[src/rtl/bpu_upd_ctrl_pkg.sv]
// Shared types and sizing for the BTB update scheduler.
package bpu_upd_ctrl_pkg;
    localparam int BR_WD         = 33;
    localparam int BPU_UPD_DEPTH = 4;

    typedef struct packed {
        logic [31:0] pc;
        logic [31:0] target;
    } upd_t;
endpackage

[src/rtl/bpu_upd_ctrl_fifo.sv]
// Circular update store: pointers, occupancy, and a per-entry pc match
// against the two incoming resolve ports.
module bpu_upd_fifo
    import bpu_upd_ctrl_pkg::*;
#(
    parameter int DEPTH = BPU_UPD_DEPTH,
    localparam int AW   = $clog2(DEPTH),
    localparam int CW   = AW + 1
) (
    input  logic                  clk,
    input  logic                  resetn,
    input  logic                  flush,
    input  logic [1:0]            wr_cnt,
    input  upd_t [1:0]            wr_data,
    input  logic [1:0]            mrg_en,
    input  logic [1:0][AW-1:0]    mrg_idx,
    input  logic [1:0][31:0]      mrg_tgt,
    input  logic                  deq,
    input  logic [1:0][31:0]      cmp_pc,
    output upd_t                  head_data,
    output logic [AW-1:0]         head,
    output logic [CW-1:0]         count,
    output logic [1:0][DEPTH-1:0] match
);
    upd_t          mem [DEPTH];
    logic [AW-1:0] tail;

    always_ff @(posedge clk) begin
        if (!resetn || flush) begin
            head  <= '0;
            tail  <= '0;
            count <= '0;
        end else begin
            tail  <= tail + AW'(wr_cnt);
            count <= count + CW'(wr_cnt) - CW'(deq);
            if (deq) head <= head + AW'(1);
        end
    end

    // Merge targets are always live non-tail slots, so they never collide with enqueue writes.
    always_ff @(posedge clk) begin
        if (wr_cnt != 2'd0) mem[tail] <= wr_data[0];
        if (wr_cnt == 2'd2) mem[tail + AW'(1)] <= wr_data[1];
        for (int k = 0; k < 2; k++)
            if (mrg_en[k]) mem[mrg_idx[k]].target <= mrg_tgt[k];
    end

    assign head_data = mem[head];

    for (genvar i = 0; i < DEPTH; i++) begin : g_ent
        logic [AW-1:0] off;
        logic          live;
        assign off         = AW'(i) - head;
        assign live        = {1'b0, off} < count;
        assign match[0][i] = live && (mem[i].pc == cmp_pc[0]);
        assign match[1][i] = live && (mem[i].pc == cmp_pc[1]);
    end
endmodule

[src/rtl/bpu_upd_ctrl.sv]
// Merges resolved taken-branch updates from two pipes into a single
// registered write stream for the BTB.
module bpu_upd_ctrl
    import bpu_upd_ctrl_pkg::*;
#(
    parameter int DEPTH = BPU_UPD_DEPTH
) (
    input  logic             clk,
    input  logic             resetn,
    input  logic             res0_valid,
    input  logic [31:0]      res0_pc,
    input  logic [31:0]      res0_target,
    input  logic             res1_valid,
    input  logic [31:0]      res1_pc,
    input  logic [31:0]      res1_target,
    input  logic             flush,
    output logic             res_ready,
    output logic [BR_WD-1:0] br_bus,
    output logic [31:0]      delayslot_pc,
    output logic             ovf
);
    localparam int AW = $clog2(DEPTH);
    localparam int CW = AW + 1;

    upd_t                  in0, in1, head_data, issue;
    upd_t [1:0]            wr_data;
    logic                  v0, v1, busy, need0, need1, acc0, acc1, deq, drop, br_e;
    logic [1:0]            wr_cnt, mrg_en;
    logic [1:0][AW-1:0]    mrg_idx;
    logic [1:0][31:0]      mrg_tgt, cmp_pc;
    logic [1:0][DEPTH-1:0] match, cand;
    logic [AW-1:0]         head;
    logic [CW-1:0]         count, free;
    logic [31:0]           br_target;

    assign in0    = '{pc: res0_pc, target: res0_target};
    assign in1    = '{pc: res1_pc, target: res1_target};
    assign v0     = res0_valid && !(res1_valid && res0_pc == res1_pc);
    assign v1     = res1_valid;
    assign cmp_pc  = {res1_pc, res0_pc};
    assign mrg_tgt = {res1_target, res0_target};
    assign busy   = count != '0;

    // A non-empty queue always dequeues its head this cycle, so the head never absorbs a merge.
    assign cand[0] = match[0] & ~(DEPTH'(1) << head);
    assign cand[1] = match[1] & ~(DEPTH'(1) << head);

    always_comb begin
        mrg_idx = '0;
        for (int k = 0; k < 2; k++)
            for (int i = DEPTH - 1; i >= 0; i--)
                if (cand[k][i]) mrg_idx[k] = AW'(i);
    end

    assign mrg_en[0] = !flush && v0 && (|cand[0]);
    assign mrg_en[1] = !flush && v1 && (|cand[1]);
    assign need0     = v0 && !(|cand[0]);
    assign need1     = v1 && !(|cand[1]);

    // Slots are handed out oldest-first after accounting for this cycle's dequeue.
    assign free  = CW'(DEPTH) - count + CW'(busy);
    assign acc0  = need0 && (free != '0);
    assign acc1  = need1 && (free >= (acc0 ? CW'(2) : CW'(1)));
    assign drop  = !flush && ((need0 && !acc0) || (need1 && !acc1));

    assign wr_cnt     = flush ? 2'd0 : {1'b0, acc0} + {1'b0, acc1};
    assign wr_data[0] = acc0 ? in0 : in1;
    assign wr_data[1] = in1;
    assign deq        = !flush && (busy || acc0 || acc1);
    assign issue      = busy ? head_data : wr_data[0];

    bpu_upd_fifo #(.DEPTH(DEPTH)) u_fifo (
        .clk      (clk),
        .resetn   (resetn),
        .flush    (flush),
        .wr_cnt   (wr_cnt),
        .wr_data  (wr_data),
        .mrg_en   (mrg_en),
        .mrg_idx  (mrg_idx),
        .mrg_tgt  (mrg_tgt),
        .deq      (deq),
        .cmp_pc   (cmp_pc),
        .head_data(head_data),
        .head     (head),
        .count    (count),
        .match    (match)
    );

    always_ff @(posedge clk) begin
        if (!resetn) begin
            br_e         <= 1'b0;
            br_target    <= '0;
            delayslot_pc <= '0;
            ovf          <= 1'b0;
        end else begin
            br_e <= deq;
            ovf  <= drop;
            if (deq) begin
                br_target    <= issue.target;
                delayslot_pc <= issue.pc;
            end
        end
    end

    assign br_bus    = {br_e, br_target};
    assign res_ready = (CW'(DEPTH) - count) >= CW'(2);
endmodule

[config.mk]
export PLATFORM = sky130hd
export DESIGN_NAME = bpu_upd_ctrl
export DESIGN_NICKNAME = d
export VERILOG_FILES = /design/src/rtl/bpu_upd_ctrl_pkg.sv /design/src/rtl/bpu_upd_ctrl_fifo.sv /design/src/rtl/bpu_upd_ctrl.sv
export SDC_FILE = /design/constraint.sdc
export NUM_CORES = 1
export LEC_CHECK = 0
export ABC_AREA = 0
export BUFFER_PORTS_ARGS = -buffer_cell sky130_fd_sc_hd__buf_2
export CAP_MARGIN = 15
export CELL_PAD_IN_SITES_DETAIL_PLACEMENT = 1
export CELL_PAD_IN_SITES_GLOBAL_PLACEMENT = 2
export CORE_MARGIN = 4
export CORE_UTILIZATION = 42
export CTS_BUF_LIST = sky130_fd_sc_hd__clkbuf_4 sky130_fd_sc_hd__clkbuf_8
export DETAILED_ROUTE_END_ITERATION = 8
export GPL_TIMING_DRIVEN = 0
export PLACE_DENSITY_LB_ADDON = 0.15
export SKIP_LAST_GASP = 1
export SYNTH_ARGS = -nofsm -noshare
export SYNTH_HDL_FRONTEND = slang
export SYNTH_SLANG_ARGS = --single-unit
[constraint.sdc]
create_clock -name clk -period 8.9 [get_ports clk]
set_input_delay 1.78 -clock clk [delete_from_list [all_inputs] [get_ports clk]]
set_output_delay 1.78 -clock clk [all_outputs]
set_load 0.01 [all_outputs]
==> results.json <==
{
  "powerDensity_nw_per_um2": 349,
  "slew_violations": 0,
  "ios": 200,
  "timing.rr.start": "u_fifo.count[0]",
  "worstHoldPathCells": 2,
  "grt_start_max_net_pins": 31,
  "rsz0062_at_grt": "no",
  "final_cell_area_sq_um": 24800,
  "synth-seq-area-share_pct": 42.6,
  "drcViolationCount": 0,
  "max_freq_mhz": 122,
  "cp.required_ns": 9.28,
  "grt_pass1_wl_mm": 128,
  "clock_latency_ns": 0.72,
  "setup_viol": 0,
  "fillerInstances": 5542,
  "wl_per_cell_um": 31.4,
  "cts_buffers": 61,
  "area_growth_pct": 15.0,
  "fin_skew_ns": 0.0518,
  "grt_pass1_vias": 17800,
  "die_area_sq_um": 55000,
  "coreArea_sq_um": 50500,
  "synth-edff-count": 256,
  "synth.area.top_cells": "edfxtp_1, dfxtp_1, mux2i_1",
  "fin_crit_ns": 8.17,
  "cp-start-kind": "register",
  "num_rows": 82,
  "cp.arrival_ns": 8.55,
  "port_buffers": 156,
  "vias_per_cell": 6.17,
  "vias": 17700,
  "ff2ff_path_depth": 25,
  "antenna_found_initial": 2,
  "synth_most_common_cell": "edfxtp_1",
  "cts-root-buf": "clkbuf_8",
  "hpwl_mm": 67.2,
  "hold_buffers": 0,
  "layout_worst_path_cycle_share_pct": 91.8,
  "tightest_slew_ns": 1.14,
  "synth_cells": 1908,
  "fin_nets": 2299,
  "rr_endpoint": "u_fifo.mem[2][54]",
  "die_x_um": 234,
  "drt_iter0_markers": 1837,
  "finalHoldViolCount": 0,
  "cap_violations": 0,
  "status": "completed",
  "start_util_pct": 42.7,
  "reg2reg_setup_slack_ns": 0.73,
  "drive_gt1_share_pct": 24.8,
  "avgSynthCellArea_sq_um": 11.3,
  "power.total_mw": 8.64,
  "yosys.cell_types.count": 57,
  "cp-end-kind": "register",
  "netlist.area_leader.share_pct": 35.7,
  "first_pass_iters": 5,
  "syn_nets": 2066,
  "postCtsSetupBuffers": 0,
  "synth_common_cells": "edfxtp_1, xnor2_1, mux2i_1",
  "yosys_most_used_dff": "edfxtp_1",
  "async_flop_share_pct": 0,
  "multiInputGateArea_sq_um": 11300,
  "p_leak_nw": 9.16,
  "grt_use_total_pct": 32.2,
  "cts_tree": "done",
  "min_from": "delayslot_pc[8]",
  "drt-total-wl_mm": 90.0,
  "maxSlewHeadroom_pct": 24.2,
  "ff_latch_area_sq_um": 9190,
  "netlist_area_sq_um": 21500,
  "synth_seq_cells": 331,
  "yosys_warnings": 0,
  "yosysTopAreaCell": "edfxtp_1",
  "cts_sinks": 331,
  "place_area_sq_um": 23500,
  "min_to": "delayslot_pc[8]",
  "die_y_um": 234,
  "clk_path_buf_depth": 3,
  "place_congestion": 1.00,
  "crit_fanout": 18,
  "worstHoldPathType": "reg2reg",
  "ir_drop_uv": 174,
  "critPathKind": "reg2reg",
  "clkTransAtPathRegs_ns": 0.06,
  "gr-total-overflow": 0,
  "ant_nets": 0,
  "cts_htree_levels": 2
}
## cell usage in the layout (no fill, tap or decap), types with 51 or more instances in the layout
cell        n
a21oi_1   103
buf_2     210
clkbuf_1   69
clkbuf_8   73
dfxtp_1    75
edfxtp_1  256
mux2_2     90
mux2i_1   146
mux4_2     64
nand2_1   103
nand4_1    51
nor2_1    123
o21ai_0    54
o22a_1     93
xnor2_1   161
xor2_1    134
## final cells by class
cell class / instances / area share [%]
Buffer: 181 / 3.99
Clock buffer: 84 / 4.39
Sequential cell: 331 / 37.1
Multi-Input combinational cell: 1377 / 45.8
Inverter: 18 / 0.273
Tap cell: 672 / 3.39
Timing Repair Buffer: 171 / 4.36
Clock inverter: 30 / 0.682
Antenna cell: 3 / 0.0303
## metal layers
metal	GRT usage (%)	share of wire, %	vias to the layer above
met2	49.2	44	790
met5	0	0	-
met1	48.5	45	9211
met4	7.14	2.3	0
met3	5.26	8.0	120
li1	-	-	7562
## kinds of logic (layout without fill, tap and decap cells)
family / Yosys count / in the layout / share of synthesized area (%)
muxes: 330 / 330 / 19.7
adders and majority gates: 25 / 25 / 1.49
DFF: 331 / 331 / 42.6
AOI/OAI and AO/OA: 344 / 344 / 10.7
and+or+nand+nor: 383 / 383 / 8.54
buffers and inverters: 200 / 484 / 4.85
xor gates and xnor gates: 295 / 295 / 12.0
other: 0 / 3 / 0
## per-stage QoR
stage	worst slack, ns	hold slack, ns	instances	utilization (%)	TNS, ns
final	0.733	0.481	2867	49.1	0
after global routing	0.452	0.496	2866	49.1	0
after CTS	0.0801	0.481	2864	49.0	0
after detailed placement	-0.230	0.466	2750	46.5	-4.71
after global placement	-0.952	0.466	2736	45.9	-175.20
after floorplan	2.23	0.495	1908	-	0
## worst max-delay path, cell delays in order (launching register included)
cell,delay (ns)
dfxtp_1,0.47
inv_1,0.10
ha_1,0.21
ha_1,0.17
clkbuf_1,0.34
inv_2,0.39
clkbuf_1,0.59
clkbuf_2,0.51
ha_1,0.25
xor2_1,0.18
or3_1,0.20
nand3_1,0.08
or3_1,0.31
buf_4,0.24
ha_1,0.31
nand2b_1,0.14
a211oi_1,0.38
nor3_1,0.17
ha_1,0.39
nor2_1,0.14
nand2_1,0.14
or3b_2,0.48
clkbuf_1,0.23
clkdlybuf4s15_1,0.67
nand2_4,0.51
buf_16,0.22
## state kept, by name (all words and copies together) (netlist names), named ones only
signal / flops
br_e: 1
br_target: 32
delayslot_pc: 32
ovf: 1
u_fifo.count: 3
u_fifo.head: 2
u_fifo.mem: 256
u_fifo.tail: 2
## worst max-delay path by stage
| stage | to | slack [ns] | start |
|---|---|---|---|
| 2_1_floorplan | u_fifo.mem[2][32] | 2.23 | res0_pc[29] |
| 3_3_place_gp | u_fifo.mem[1][26] | -0.95 | u_fifo.count[0] |
| 3_5_place_dp | u_fifo.mem[1][59] | -0.23 | u_fifo.count[0] |
| 4_1_cts | u_fifo.mem[1][36] | 0.08 | u_fifo.count[0] |
| 5_1_grt | u_fifo.mem[2][36] | 0.45 | u_fifo.count[0] |
| 6_report | u_fifo.mem[2][54] | 0.73 | u_fifo.count[0] |
## power by group
group | total (mW) | leakage, nW | internal [mW] | switching (mW)
Combinational | 4.39 | 5.55 | 1.75 | 2.64
Clock | 1.54 | 0.653 | 0.819 | 0.718
Sequential | 2.71 | 2.96 | 2.37 | 0.341
## what timing repair did
| action | in CTS | in global routing |
|---|---|---|
| endpoints found under the hold margin | 0 | 0 |
| cloned | 0 | 0 |
| setup endpoints to repair | 61 | 79 |
| resized for setup | 1 | 7 |
Note: power is estimated with default switching activity, not from simulation.
